--- src/rtl/sprite_pixel_compositor_if.sv ---
// Pixel/sprite stream into the compositor, sprite-memory read ports and the composited pixel out.
// Upstream side (master) drives coordinates, sprite enables and memory data; the compositor is the slave.
interface sprite_pixel_compositor_if #(
  parameter int ADDRESS_MEMORY     = 10,
  parameter int QTD_MEMORY_ELEMENT = 4,
  parameter int COLOR_W            = 9
);
  logic [10:0]                             pixel_x;
  logic [9:0]                              pixel_y;
  logic                                    videoEnable;
  logic                                    enable_a;
  logic [ADDRESS_MEMORY-1:0]               address_a;
  logic [QTD_MEMORY_ELEMENT-1:0]           element_a;
  logic                                    enable_b;
  logic [ADDRESS_MEMORY-1:0]               address_b;
  logic [QTD_MEMORY_ELEMENT-1:0]           element_b;
  logic [ADDRESS_MEMORY-1:0]               mem_addr_a;
  logic [QTD_MEMORY_ELEMENT*COLOR_W-1:0]   mem_data_a;
  logic [ADDRESS_MEMORY-1:0]               mem_addr_b;
  logic [QTD_MEMORY_ELEMENT*COLOR_W-1:0]   mem_data_b;
  logic [COLOR_W-1:0]                      rgb;
  logic                                    video_out;
  logic [10:0]                             pixel_x_out;
  logic [9:0]                              pixel_y_out;
  logic                                    frame_tick;
  logic                                    collision;

  modport master (
    output pixel_x, pixel_y, videoEnable,
    output enable_a, address_a, element_a, enable_b, address_b, element_b,
    output mem_data_a, mem_data_b,
    input  mem_addr_a, mem_addr_b,
    input  rgb, video_out, pixel_x_out, pixel_y_out, frame_tick, collision
  );

  modport slave (
    input  pixel_x, pixel_y, videoEnable,
    input  enable_a, address_a, element_a, enable_b, address_b, element_b,
    input  mem_data_a, mem_data_b,
    output mem_addr_a, mem_addr_b,
    output rgb, video_out, pixel_x_out, pixel_y_out, frame_tick, collision
  );
endinterface

--- src/rtl/sprite_pixel_compositor.sv ---
// Two-sprite compositor: colour-key transparency, A-over-B priority, background fill, per-frame overlap flag.
// Latency MEM_LATENCY+1 clk from inputs to rgb; no backpressure, one pixel accepted every clk.
module sprite_pixel_compositor #(
  parameter int                ADDRESS_MEMORY     = 10,
  parameter int                QTD_MEMORY_ELEMENT = 4,
  parameter int                COLOR_W            = 9,
  parameter int                MEM_LATENCY        = 1,
  parameter logic [COLOR_W-1:0] COLOR_KEY         = 9'h1C7,
  parameter logic [COLOR_W-1:0] BG_COLOR          = 9'h000
) (
  input logic                     clk,
  input logic                     reset,
  sprite_pixel_compositor_if.slave bus
);

  typedef struct packed {
    logic                          vld;
    logic [10:0]                   x;
    logic [9:0]                    y;
    logic                          ve;
    logic                          en_a;
    logic [QTD_MEMORY_ELEMENT-1:0] el_a;
    logic                          en_b;
    logic [QTD_MEMORY_ELEMENT-1:0] el_b;
  } stage_t;

  // Bit COLOR_W flags that some bank was selected; lowest set bank wins.
  function automatic logic [COLOR_W:0] pick_slice(
    input logic [QTD_MEMORY_ELEMENT-1:0]         el,
    input logic [QTD_MEMORY_ELEMENT*COLOR_W-1:0] data
  );
    logic [COLOR_W:0] res;
    res = '0;
    for (int k = QTD_MEMORY_ELEMENT - 1; k >= 0; k--) begin
      if (el[k]) res = {1'b1, data[k*COLOR_W +: COLOR_W]};
    end
    return res;
  endfunction

  stage_t             pipe [MEM_LATENCY];
  stage_t             in_st;
  stage_t             st;
  logic [COLOR_W:0]   sel_a;
  logic [COLOR_W:0]   sel_b;
  logic               opaque_a;
  logic               opaque_b;
  logic               overlap;
  logic               boundary;
  logic [COLOR_W-1:0] color_nxt;

  logic [COLOR_W-1:0] rgb_q;
  logic               video_q;
  logic [10:0]        x_q;
  logic [9:0]         y_q;
  logic               tick_q;
  logic               collision_q;
  logic               hit_acc;

  assign bus.mem_addr_a = bus.address_a;
  assign bus.mem_addr_b = bus.address_b;

  always_comb begin
    in_st      = '0;
    in_st.vld  = 1'b1;
    in_st.x    = bus.pixel_x;
    in_st.y    = bus.pixel_y;
    in_st.ve   = bus.videoEnable;
    in_st.en_a = bus.enable_a;
    in_st.el_a = bus.element_a;
    in_st.en_b = bus.enable_b;
    in_st.el_b = bus.element_b;
  end

  // vld keeps the zeroed stages left by reset from looking like a pixel at (0,0).
  always_ff @(posedge clk or negedge reset) begin
    if (!reset) begin
      for (int i = 0; i < MEM_LATENCY; i++) pipe[i] <= '0;
    end else begin
      pipe[0] <= in_st;
      for (int i = 1; i < MEM_LATENCY; i++) pipe[i] <= pipe[i-1];
    end
  end

  assign st = pipe[MEM_LATENCY-1];

  always_comb begin
    sel_a     = pick_slice(st.el_a, bus.mem_data_a);
    sel_b     = pick_slice(st.el_b, bus.mem_data_b);
    opaque_a  = st.en_a && sel_a[COLOR_W] && (sel_a[COLOR_W-1:0] != COLOR_KEY);
    opaque_b  = st.en_b && sel_b[COLOR_W] && (sel_b[COLOR_W-1:0] != COLOR_KEY);
    overlap   = st.ve && opaque_a && opaque_b;
    boundary  = st.vld && (st.x == '0) && (st.y == '0);
    color_nxt = BG_COLOR;
    if (!st.ve)        color_nxt = '0;
    else if (opaque_a) color_nxt = sel_a[COLOR_W-1:0];
    else if (opaque_b) color_nxt = sel_b[COLOR_W-1:0];
  end

  always_ff @(posedge clk or negedge reset) begin
    if (!reset) begin
      rgb_q       <= '0;
      video_q     <= 1'b0;
      x_q         <= '0;
      y_q         <= '0;
      tick_q      <= 1'b0;
      collision_q <= 1'b0;
      hit_acc     <= 1'b0;
    end else begin
      rgb_q   <= color_nxt;
      video_q <= st.ve;
      x_q     <= st.x;
      y_q     <= st.y;
      tick_q  <= boundary;
      // The boundary pixel itself opens the new frame's accumulation.
      if (boundary) begin
        collision_q <= hit_acc;
        hit_acc     <= overlap;
      end else begin
        hit_acc     <= hit_acc | overlap;
      end
    end
  end

  assign bus.rgb         = rgb_q;
  assign bus.video_out   = video_q;
  assign bus.pixel_x_out = x_q;
  assign bus.pixel_y_out = y_q;
  assign bus.frame_tick  = tick_q;
  assign bus.collision   = collision_q;

endmodule

--- src/flat_wrapper.sv ---
// flat-port wrapper written by rule: the top's interface ports become plain ports
module sprite_pixel_compositor_flat 
#(
  parameter int                ADDRESS_MEMORY     = 10,
  parameter int                QTD_MEMORY_ELEMENT = 4,
  parameter int                COLOR_W            = 9,
  parameter int                MEM_LATENCY        = 1,
  parameter logic [COLOR_W-1:0] COLOR_KEY         = 9'h1C7,
  parameter logic [COLOR_W-1:0] BG_COLOR          = 9'h000
)
  (clk, reset, bus_pixel_x, bus_pixel_y, bus_videoEnable, bus_enable_a, bus_address_a, bus_element_a, bus_enable_b, bus_address_b, bus_element_b, bus_mem_data_a, bus_mem_data_b, bus_mem_addr_a, bus_mem_addr_b, bus_rgb, bus_video_out, bus_pixel_x_out, bus_pixel_y_out, bus_frame_tick, bus_collision);
  sprite_pixel_compositor_if #(.ADDRESS_MEMORY(ADDRESS_MEMORY), .QTD_MEMORY_ELEMENT(QTD_MEMORY_ELEMENT), .COLOR_W(COLOR_W)) bus_i ();
  input logic clk;
  input logic reset;
  input wire logic [$bits(bus_i.pixel_x)-1:0] bus_pixel_x;
  input wire logic [$bits(bus_i.pixel_y)-1:0] bus_pixel_y;
  input wire logic [$bits(bus_i.videoEnable)-1:0] bus_videoEnable;
  input wire logic [$bits(bus_i.enable_a)-1:0] bus_enable_a;
  input wire logic [$bits(bus_i.address_a)-1:0] bus_address_a;
  input wire logic [$bits(bus_i.element_a)-1:0] bus_element_a;
  input wire logic [$bits(bus_i.enable_b)-1:0] bus_enable_b;
  input wire logic [$bits(bus_i.address_b)-1:0] bus_address_b;
  input wire logic [$bits(bus_i.element_b)-1:0] bus_element_b;
  input wire logic [$bits(bus_i.mem_data_a)-1:0] bus_mem_data_a;
  input wire logic [$bits(bus_i.mem_data_b)-1:0] bus_mem_data_b;
  output wire logic [$bits(bus_i.mem_addr_a)-1:0] bus_mem_addr_a;
  output wire logic [$bits(bus_i.mem_addr_b)-1:0] bus_mem_addr_b;
  output wire logic [$bits(bus_i.rgb)-1:0] bus_rgb;
  output wire logic [$bits(bus_i.video_out)-1:0] bus_video_out;
  output wire logic [$bits(bus_i.pixel_x_out)-1:0] bus_pixel_x_out;
  output wire logic [$bits(bus_i.pixel_y_out)-1:0] bus_pixel_y_out;
  output wire logic [$bits(bus_i.frame_tick)-1:0] bus_frame_tick;
  output wire logic [$bits(bus_i.collision)-1:0] bus_collision;
  assign bus_i.pixel_x = bus_pixel_x;
  assign bus_i.pixel_y = bus_pixel_y;
  assign bus_i.videoEnable = bus_videoEnable;
  assign bus_i.enable_a = bus_enable_a;
  assign bus_i.address_a = bus_address_a;
  assign bus_i.element_a = bus_element_a;
  assign bus_i.enable_b = bus_enable_b;
  assign bus_i.address_b = bus_address_b;
  assign bus_i.element_b = bus_element_b;
  assign bus_i.mem_data_a = bus_mem_data_a;
  assign bus_i.mem_data_b = bus_mem_data_b;
  assign bus_mem_addr_a = bus_i.mem_addr_a;
  assign bus_mem_addr_b = bus_i.mem_addr_b;
  assign bus_rgb = bus_i.rgb;
  assign bus_video_out = bus_i.video_out;
  assign bus_pixel_x_out = bus_i.pixel_x_out;
  assign bus_pixel_y_out = bus_i.pixel_y_out;
  assign bus_frame_tick = bus_i.frame_tick;
  assign bus_collision = bus_i.collision;
  sprite_pixel_compositor #(.ADDRESS_MEMORY(ADDRESS_MEMORY), .QTD_MEMORY_ELEMENT(QTD_MEMORY_ELEMENT), .COLOR_W(COLOR_W), .MEM_LATENCY(MEM_LATENCY), .COLOR_KEY(COLOR_KEY), .BG_COLOR(BG_COLOR)) u_core (.clk(clk), .reset(reset), .bus(bus_i));
endmodule
--- config.mk ---
export PLATFORM = sky130hd
export DESIGN_NAME = sprite_pixel_compositor_flat
export DESIGN_NICKNAME = d
export VERILOG_FILES = /design/src/rtl/sprite_pixel_compositor_if.sv /design/src/rtl/sprite_pixel_compositor.sv /design/src/flat_wrapper.sv
export SDC_FILE = /design/constraint.sdc
export NUM_CORES = 1
export LEC_CHECK = 0
export CORE_ASPECT_RATIO = 0.8
export CORE_MARGIN = 3
export CORE_UTILIZATION = 38
export DETAILED_ROUTE_END_ITERATION = 10
export PLACE_DENSITY = 0.81
export SYNTH_ARGS = -nofsm -noshare
export SYNTH_HDL_FRONTEND = slang
export SYNTH_SLANG_ARGS = --single-unit
--- constraint.sdc ---
create_clock -name clk -period 3.65 [get_ports clk]
set_input_delay 0.73 -clock clk [delete_from_list [all_inputs] [get_ports clk]]
set_output_delay 0.73 -clock clk [all_outputs]
set_load 0.01 [all_outputs]
==> out/qor.txt <==
minimum hold slack: 0.3661 ns
Layout area overhead: 56.92%
Total GRT Usage: 18.01%
CTS tree: yes
most frequent cells in the layout: 137 x clkdlybuf4s50_1, 67 x dfrtp_1, 10 x o22ai_1, 10 x clkbuf_8, 9 x nand2_1
Setup Skew: 0.008297 ns
worst reg2reg path startpoint: u_core.pipe[7]$_DFF_PN0_
vias: 2226
H-tree depth: 3
number of synthesized flops with an enable pin: 0
WP data required: 3.89 ns
Hold Path Class: reg2reg
Cells after Synth: 214
CTS clock-pin slew for the worst setup and hold paths: 0.07 ns
post-route ant nets: 0
WHS Endpoint: u_core.bus.pixel_x_out[9]$_DFF_PN0_
Leak: 0.001738 µW
RSZ-0062 raised after global routing: false
Pwr Total: 1749 µW
Worst Tran Pin Value: 0.8117 ns
CTS sink count: 67
nets: 462
Worst Hold Depth: 0
PostCTS Resize Cnt: 0
Synth Net Count: 340
routed length per instance: 17.59 µm
post-CTS setup buffer count: 0
Max rail drop VDD: 0.4354 mV
GP Congestion: 0.8293
Initial Util: 40.64%
asr flop ratio synth: 100.0%
Data arrival, critical path: 2.93 ns
Final Hold Viols: 0
DRT Pass-1 Iters: 4
status: complete, no violations
Final Setup Violations: 0
Worst setup EP type: flip-flop
fin crit share: 73.77%
commonest non-fill, non-tap cell in the layout: clkdlybuf4s50_1
initial antenna violation count: 0
# fillers: 512
dpl cells: 409
Die Footprint: 8113 µm²
final setup TNS: 0 ns
Hold Path Origin: u_core.pipe[30]$_DFF_PN0_
post-route insts no fill: 425
Die Wd: 99.96 µm
sequential area share after synthesis: 62.47%
pwr dens: 415.3 nW/µm²
Core Box Area: 6604 µm²
MaxCap Viol Count: 0
CTS Root Cell: clkbuf_8
mapped cell area: 2684 µm²
vias per cell: 5.238
Final Max Slew Viols: 0
post-layout util: 63.77%
Antenna Cells: 0
port bufs: 138
Critical R2R Capture: u_core.bus.rgb[0]$_DFF_PN0_
startpoint types: flip-flop
worst reg-to-reg setup slack: 0.96 ns
hpwl dp: 5960 µm
Setup CP Type: reg2reg
clk_lat worst skew: 0.32 ns
Ys Warns: 0
layout cells sized above 1: 6.452%
die height: 81.17 µm
Final Critical Period: 2.693 ns
#FFs+latches synth: 67
Achievable Freq: 371.4 MHz
worst-path maximum fanout: 13
initial DRC count: 121
clk buf depth: 2
Synth cell types: 43
reg2reg path depth: 6
pin count of the biggest net entering global routing: 40
grt total ovfl: 0
CTS Buf Count: 9
DRT Wirelength: 7474 µm
syn avg cell area: 12.54 µm²
Slew Limit Headroom: 45.89%
Top FF cell, synth: dfrtp_1
CTS Hold Bufs: 0
std cell rows: 26
Ports: 179
number of global-route vias before repair: 2205
first-pass GRT wire length: 11190 µm
Crit. Startpoint: u_core.pipe[7]$_DFF_PN0_
Residual DRC: 0
==> logic make-up (layout without fill, tap and decap cells) <==
group,count (synthesis),after routing,synth area share (%)
multiplexers,6,6,2.284
AO/OA/AOI/OAI,62,62,18.28
buffers and inverters,35,162,8.112
other,1,1,0.1397
flip-flops,67,67,62.47
AND/OR/NAND/NOR,43,43,8.718
==> metrics by stage <==
stage | setup WS (ns) | instance area, µm²
after floorplan | 1.558 | 2684
after global placement | 1.003 | 3985
after detailed placement | 0.8924 | 3985
after CTS | 1.014 | 4212
after global routing | 0.7626 | 4212
final | 0.9573 | 4212
==> layer usage <==
metal	track usage [%]	wire, µm
met1	21.78	2829
met2	30.56	3765
met3	5.322	721
met4	6.958	157
met5	0	0
==> state kept, by name (all words and copies together), names as in the netlist <==
name                    count
u_core.pipe                33
u_core.bus.pixel_x_out     11
u_core.bus.pixel_y_out     10
u_core.bus.rgb              9
u_core.bus.collision        1
u_core.bus.frame_tick       1
u_core.bus.video_out        1
u_core.hit_acc              1
==> how the worst max path moves through the flow <==
stage | end | slack (ns) | cells after the start
after floorplan | u_core.bus.rgb[0]$_DFF_PN0_ | 1.56 | 5
after global placement | u_core.bus.rgb[0]$_DFF_PN0_ | 1.00 | 6
after detailed placement | u_core.bus.rgb[0]$_DFF_PN0_ | 0.89 | 6
after CTS | u_core.bus.rgb[0]$_DFF_PN0_ | 1.01 | 6
after global routing | u_core.bus.rgb[8]$_DFF_PN0_ | 0.76 | 6
final | u_core.bus.rgb[0]$_DFF_PN0_ | 0.96 | 6
==> layout make-up <==
cell class | instances | area, µm² | share of cell area [%]
Inverter | 6 | 22.52 | 0.5348
Sequential cell | 67 | 1677 | 39.81
Timing Repair Buffer | 140 | 1391 | 33.04
Clock buffer | 11 | 141.4 | 3.357
Clock inverter | 5 | 85.08 | 2.020
Tap cell | 84 | 105.1 | 2.496
Multi-Input combinational cell | 112 | 789.5 | 18.75
==> critical path, cell delays in order, from the launching register on <==
cell and delay, ns:
dfrtp_1 0.54, nor2b_1 0.59, a22oi_1 0.14, a21oi_1 0.32
nand4_1 0.20, o31ai_4 0.56, mux2i_1 0.25
==> power breakdown <==
part | switching [µW] | internal [µW]
clock | 268 | 407
sequential | 25.1 | 781
combinational | 101 | 167
==> synth_stat cells (all sizes together) (2+ instances only) <==
| library cell | instances | area (µm²) |
|---|---|---|
| a21o | 2 | 15.01 |
| a21oi | 8 | 40.04 |
| a221o | 5 | 50.05 |
| a221oi | 8 | 82.58 |
| a22oi | 7 | 52.55 |
| buf | 24 | 176.4 |
| clkbuf | 5 | 18.77 |
| dfrtp | 67 | 1677 |
| inv | 6 | 22.52 |
| mux2i | 5 | 50.05 |
| nand2 | 9 | 33.78 |
| nand2b | 2 | 12.51 |
| nand3 | 2 | 10.01 |
| nand4 | 5 | 31.28 |
| nor2 | 8 | 30.03 |
| nor2b | 5 | 31.28 |
| nor3b | 2 | 15.01 |
| nor4 | 4 | 25.02 |
| o211ai | 5 | 37.54 |
| o21ai | 4 | 20.02 |
| o221ai | 2 | 17.52 |
| o22ai | 10 | 62.56 |
| o31ai | 4 | 48.79 |
Power figures use the tool's default switching activity.
